==> config.mk <==
export PLATFORM = sky130hd
export DESIGN_NAME = aes_datapath
export DESIGN_NICKNAME = d
export VERILOG_FILES = /design/src/rtl/aes_datapath.sv
export SDC_FILE = /design/constraint.sdc
export NUM_CORES = 2
export LEC_CHECK = 0
export ABC_AREA = 1
export CORE_UTILIZATION = 35
export CTS_CLUSTER_DIAMETER = 30
export DETAILED_ROUTE_END_ITERATION = 6
export HOLD_SLACK_MARGIN = 0.15
export SLEW_MARGIN = 20
export SYNTH_ARGS = -nofsm -noshare
export SYNTH_HDL_FRONTEND = slang
export SYNTH_SLANG_ARGS = --single-unit
==> constraint.sdc <==
create_clock -name ACLK -period 6.85 [get_ports ACLK]
set_input_delay 1.37 -clock ACLK [delete_from_list [all_inputs] [get_ports ACLK]]
set_output_delay 1.37 -clock ACLK [all_outputs]
set_load 0.01 [all_outputs]
==> src/rtl/aes_datapath.sv <==
// aes_datapath: r0-r3/key register file, ULA and bus A/B/R network,
// plus the start/done handshake with the AES core.
// Ports:
//   ACLK/ARSTn          clock, async active-low reset
//   control_word        {selA,selB,selR,dest,start,decrypt,FS}
//   wr_control          write bus R into dest; valid_AES back to controller
//   enable_amba/host_*  host load (sel 0-3 r, 4 key) and combinational read
//   aes_*               core start/mode/data/key out, done/result in
module aes_datapath #(
  parameter int DW = 128
) (
  input  logic          ACLK,
  input  logic          ARSTn,
  input  logic [10:0]   control_word,
  input  logic          wr_control,
  output logic          valid_AES,
  input  logic          enable_amba,
  input  logic          host_wr_en,
  input  logic [2:0]    host_wr_sel,
  input  logic [DW-1:0] host_wr_data,
  input  logic [2:0]    host_rd_sel,
  output logic [DW-1:0] host_rd_data,
  output logic          aes_start,
  output logic          aes_decrypt,
  output logic [DW-1:0] aes_din,
  output logic [DW-1:0] aes_key,
  input  logic          aes_done,
  input  logic [DW-1:0] aes_dout
);

  typedef enum logic [1:0] {
    IDLE = 2'd0,
    BUSY = 2'd1,
    DONE = 2'd2
  } st_e;

  logic [1:0] sel_a, sel_b, dest, fs;
  logic       sel_r, start, dec;

  assign sel_a = control_word[10:9];
  assign sel_b = control_word[8:7];
  assign sel_r = control_word[6];
  assign dest  = control_word[5:4];
  assign start = control_word[3];
  assign dec   = control_word[2];
  assign fs    = control_word[1:0];

  logic [DW-1:0] r_q [4];
  logic [DW-1:0] r_d [4];
  logic [DW-1:0] key_q, key_d;
  logic [DW-1:0] res_q, res_d;
  logic [DW-1:0] din_q, din_d;
  logic          start_q, start_d;
  logic          dec_q, dec_d;
  logic          valid_q, valid_d;
  st_e           st_q, st_d;

  logic [DW-1:0] bus_a, bus_b, ula, bus_r;
  logic          host_ok;

  assign bus_a = r_q[sel_a];
  assign bus_b = r_q[sel_b];

  always_comb begin
    ula = bus_a;
    case (fs)
      2'b00:   ula = bus_a ^ bus_b;
      2'b01:   ula = bus_a + {{(DW-1){1'b0}}, 1'b1};
      default: ula = bus_a;
    endcase
  end

  assign bus_r   = sel_r ? res_q : ula;
  assign host_ok = host_wr_en && enable_amba;

  // dest cannot address the key, so a host key write is never blocked
  always_comb begin
    for (int i = 0; i < 4; i++) r_d[i] = r_q[i];
    key_d = key_q;
    if (wr_control)
      r_d[dest] = bus_r;
    else if (host_ok && !host_wr_sel[2])
      r_d[host_wr_sel[1:0]] = host_wr_data;
    if (host_ok && host_wr_sel == 3'd4)
      key_d = host_wr_data;
  end

  always_comb begin
    st_d    = st_q;
    start_d = 1'b0;
    din_d   = din_q;
    dec_d   = dec_q;
    res_d   = res_q;
    valid_d = valid_q;
    case (st_q)
      IDLE: begin
        if (start) begin
          start_d = 1'b1;
          din_d   = bus_b;
          dec_d   = dec;
          st_d    = BUSY;
        end
      end
      BUSY: begin
        if (aes_done) begin
          res_d = aes_dout;
          // a withdrawn request finishes silently
          if (start) begin
            st_d    = DONE;
            valid_d = 1'b1;
          end else begin
            st_d = IDLE;
          end
        end
      end
      DONE: begin
        if (!start) begin
          valid_d = 1'b0;
          st_d    = IDLE;
        end
      end
      default: begin
        st_d    = IDLE;
        valid_d = 1'b0;
      end
    endcase
  end

  always_ff @(posedge ACLK or negedge ARSTn) begin
    if (!ARSTn) begin
      for (int i = 0; i < 4; i++) r_q[i] <= '0;
      key_q   <= '0;
      res_q   <= '0;
      din_q   <= '0;
      start_q <= 1'b0;
      dec_q   <= 1'b0;
      valid_q <= 1'b0;
      st_q    <= IDLE;
    end else begin
      for (int i = 0; i < 4; i++) r_q[i] <= r_d[i];
      key_q   <= key_d;
      res_q   <= res_d;
      din_q   <= din_d;
      start_q <= start_d;
      dec_q   <= dec_d;
      valid_q <= valid_d;
      st_q    <= st_d;
    end
  end

  always_comb begin
    host_rd_data = '0;
    if (!host_rd_sel[2])
      host_rd_data = r_q[host_rd_sel[1:0]];
    else if (host_rd_sel == 3'd4)
      host_rd_data = key_q;
  end

  assign valid_AES   = valid_q;
  assign aes_start   = start_q;
  assign aes_decrypt = dec_q;
  assign aes_din     = din_q;
  assign aes_key     = key_q;

endmodule

==> metrics.txt <==
status finished with violations; violated checks DRC; H-tree Lvls 5; Syn Std Cell Area 59900 sq um; Worst Path Arrival 4410 ps; Clock transition at path regs 40 ps; CP delay by family, top buffers and inverters; Pleak 34.3 nW; ys flop type dfrtp_1; Tmin final 5780 ps; setup_tns 0 ps; number of DRC markers in iteration 0 10300; clock buffer depth 4; initial antenna violation count 20; Post-synth EDFFs 0; die area 173000 sq um; Power Density 375 nW/um^2; Reg power frac 0.281; crit path from host_rd_sel[1]; Max-cap violations 0; CTS resizes 0; Worst path depth 5; Routed Antenna Nets 0; Setup Buffers After CTS 0; Post-Route Utilization 0.459; DRC violations left 3; Cells after Synth 8953; library cells used by synthesis 43; CP Launch Type input pin; gp weighted congestion 1.03; Power, Total 29.2 mW; worst vdd ir 0.301 mV; Hold Startpoint aes_din[46]; Worst EP required 5480 ps; Num CTS Buffers 292; class of the worst hold path flip-flop to flip-flop; fin nets 9666; RR Startpoint r_q[428]; worst-case headroom to the max-slew limit 0.0870; Critical path buffers and inverters 3; CTS tree yes; core footprint 170000 sq um; FF-to-FF End r_q[252]; Die Span Y 416 um; WHS Path Cells 2; TritonCTS Sinks 901; Final setup viols 0; Sw Share 0.334; fraction of layout cells with a size suffix above 1 0.0950; Hold Fails Final Rpt 0; Ports 666; fmax 173 MHz; vias per cell 6.00; pin count of the biggest net entering global routing 168; clock network fraction of total power 0.457; clock skew 86.8 ps; drt wl/cell 27.1 um; sequential area share after synthesis 0.377; Post-Route WL 321000 um; Slew @ Worst Pin 1370 ps; switching power 9.74 mW; Area Growth Syn to Fin 30.0%; RSZ-0062 raised after global routing false; max incr delay on CP 970 ps; Starting Density 0.353; clock latency on the worst-skew pair 960 ps; vias 70900; CP cell instances buf_6 > inv_6 > nand3_4 > o21ai_0 > clkdlybuf4s50_1; Max Slew Vio Count 0; combinational share of power 0.262; Row Count 151; R2R depth 15; die width 416 um; R2R Setup Slk 2980 ps; hold slack 478 ps; Internal 19.4 mW; Crit Path Class input pin to primary output; GRT overflow 0; dpl hpwl 206000 um; CTS root buf clkbuf_16; syn avg cell area 6.69 sq um; Crit Path Max Fanout 39; Hold Buf Count CTS 0; Worst Setup End Kind primary output; ys async rst share 1.00; fillcell total 17000; yosys warns 0; vias in the first global route 67600; crit path to host_rd_data[6]; Synth Register Bits 901; Slowest-stage cell, CP o21ai_0; DRT Pass-1 Iters 7; Synthesized Nets 9233; IO buf count 665; first-pass GRT wire length 462000 um; Final Cycle Share 0.843; Total Routing Usage GR 0.359
[worst min-delay path, stage by stage (launching register included)]
cell	delay, ps
dfrtp_1	330
nand2_1	50
nand2_1	60
[cells in the mapped netlist, types with 9 or more instances]
cell type  number  share of area
nand2_1      2267           0.14
o21ai_0      1221           0.10
nand3_1      1047          0.088
dfrtp_1       901           0.38
a21oi_1       837          0.070
nor2_1        686          0.043
inv_1         614          0.039
clkbuf_1      470          0.029
o211ai_1      167          0.021
mux2_2        128          0.024
or2_2         121          0.013
buf_1          76         0.0048
o22ai_1        61         0.0064
buf_2          57         0.0048
and2_1         30         0.0031
o311ai_0       25         0.0037
nor2_2         24         0.0025
buf_4          23         0.0029
nor3_1         20         0.0017
nand4_1        19         0.0020
a22oi_1        18         0.0023
nand3_2        18         0.0030
nand3b_1       18         0.0023
o21ai_1        15         0.0013
o221ai_1       15         0.0022
buf_6          14         0.0026
xor2_1          9         0.0013
[cell type report]
type | instances | area (sq um) | share of cell area
multi-input cells | 6785 | 32400 | 0.417
flip-flops and latches | 901 | 22500 | 0.290
clock buffers | 412 | 8440 | 0.109
repair buffers | 779 | 7950 | 0.102
well taps | 2218 | 2780 | 0.0357
inverters | 627 | 2450 | 0.0315
clock inverters | 86 | 1200 | 0.0154
diodes | 10 | 25.0 | 0.000322
[worst min path at each step]
stage                   end
2_1_floorplan    res_q[100]
3_3_place_gp    aes_decrypt
3_5_place_dp    aes_decrypt
4_1_cts        aes_din[112]
5_1_grt        aes_din[123]
6_report        aes_din[46]
[cells by family (layout without fill, tap and decap cells)]
logic type / count (synthesis) / count (layout) / synth area share
AO/OA/AOI/OAI: 2384 / 2384 / 0.212
XOR/XNOR: 9 / 9 / 0.00132
adder cells (fa/ha/maj): 1 / 1 / 0.000209
buffers and inverters: 1267 / 1904 / 0.0838
flip-flops: 901 / 901 / 0.377
multiplexers: 129 / 129 / 0.0242
other: 0 / 10 / 0
AND/OR/NAND/NOR: 4262 / 4262 / 0.302
[power by group through the flow]
stage | Sequential [mW] | Clock (mW) | Combinational (mW)
floorplan | 8.03 | 0 | 4.02
global placement | 8.16 | 0 | 7.39
detailed placement | 8.18 | 0 | 7.49
CTS | 8.14 | 13.4 | 7.54
global route | 8.36 | 13.7 | 8.26
finish | 8.20 | 13.3 | 7.64
[state kept, by name (all words and copies together), names as in the netlist]
register     cells
res_q          128
valid_AES        1
aes_key        128
aes_din        128
aes_start        1
aes_decrypt      1
r_q            512
st_q             2
[metrics by stage]
step                worst slack (ps)  std cells  area [sq um]
floorplan                       2830       8953         59900
global placement                 984      11300         68100
detailed placement               983      11300         68100
CTS                             1210      11800         77700
global route                    1190      11800         77800
finish                          1070      11800         77800
[cells in the final DEF (no fill, tap or decap), drive strengths merged, types with 7 or more instances in the layout]
master         count
o21ai           1241
a21oi            837
nand3b            18
clkdlybuf4s50    656
o22ai             61
mux2             128
nand4             19
diode             10
nor2             713
dfrtp            901
clkinvlp           8
clkinv            46
a31oi              8
inv              631
clkbuf           412
nand3           1065
or2              121
o311ai            25
nand2           2270
bufinv            28
o221ai            15
buf              123
nor3              25
a22oi             18
o211ai           167
xor2               9
a21o               7
and2              30
[metal layers]
metal / vias to the layer above / part of all wire / routed length, um / global-route usage
met2: 5137 / 0.43 / 137000 / 0.540
met1: 33500 / 0.38 / 122000 / 0.452
met5: - / 0.00025 / 80 / 0
li1: 30900 / - / - / -
met4: 12 / 0.081 / 26000 / 0.258
met3: 1258 / 0.11 / 35500 / 0.0830
Power figures use the tool's default switching activity.
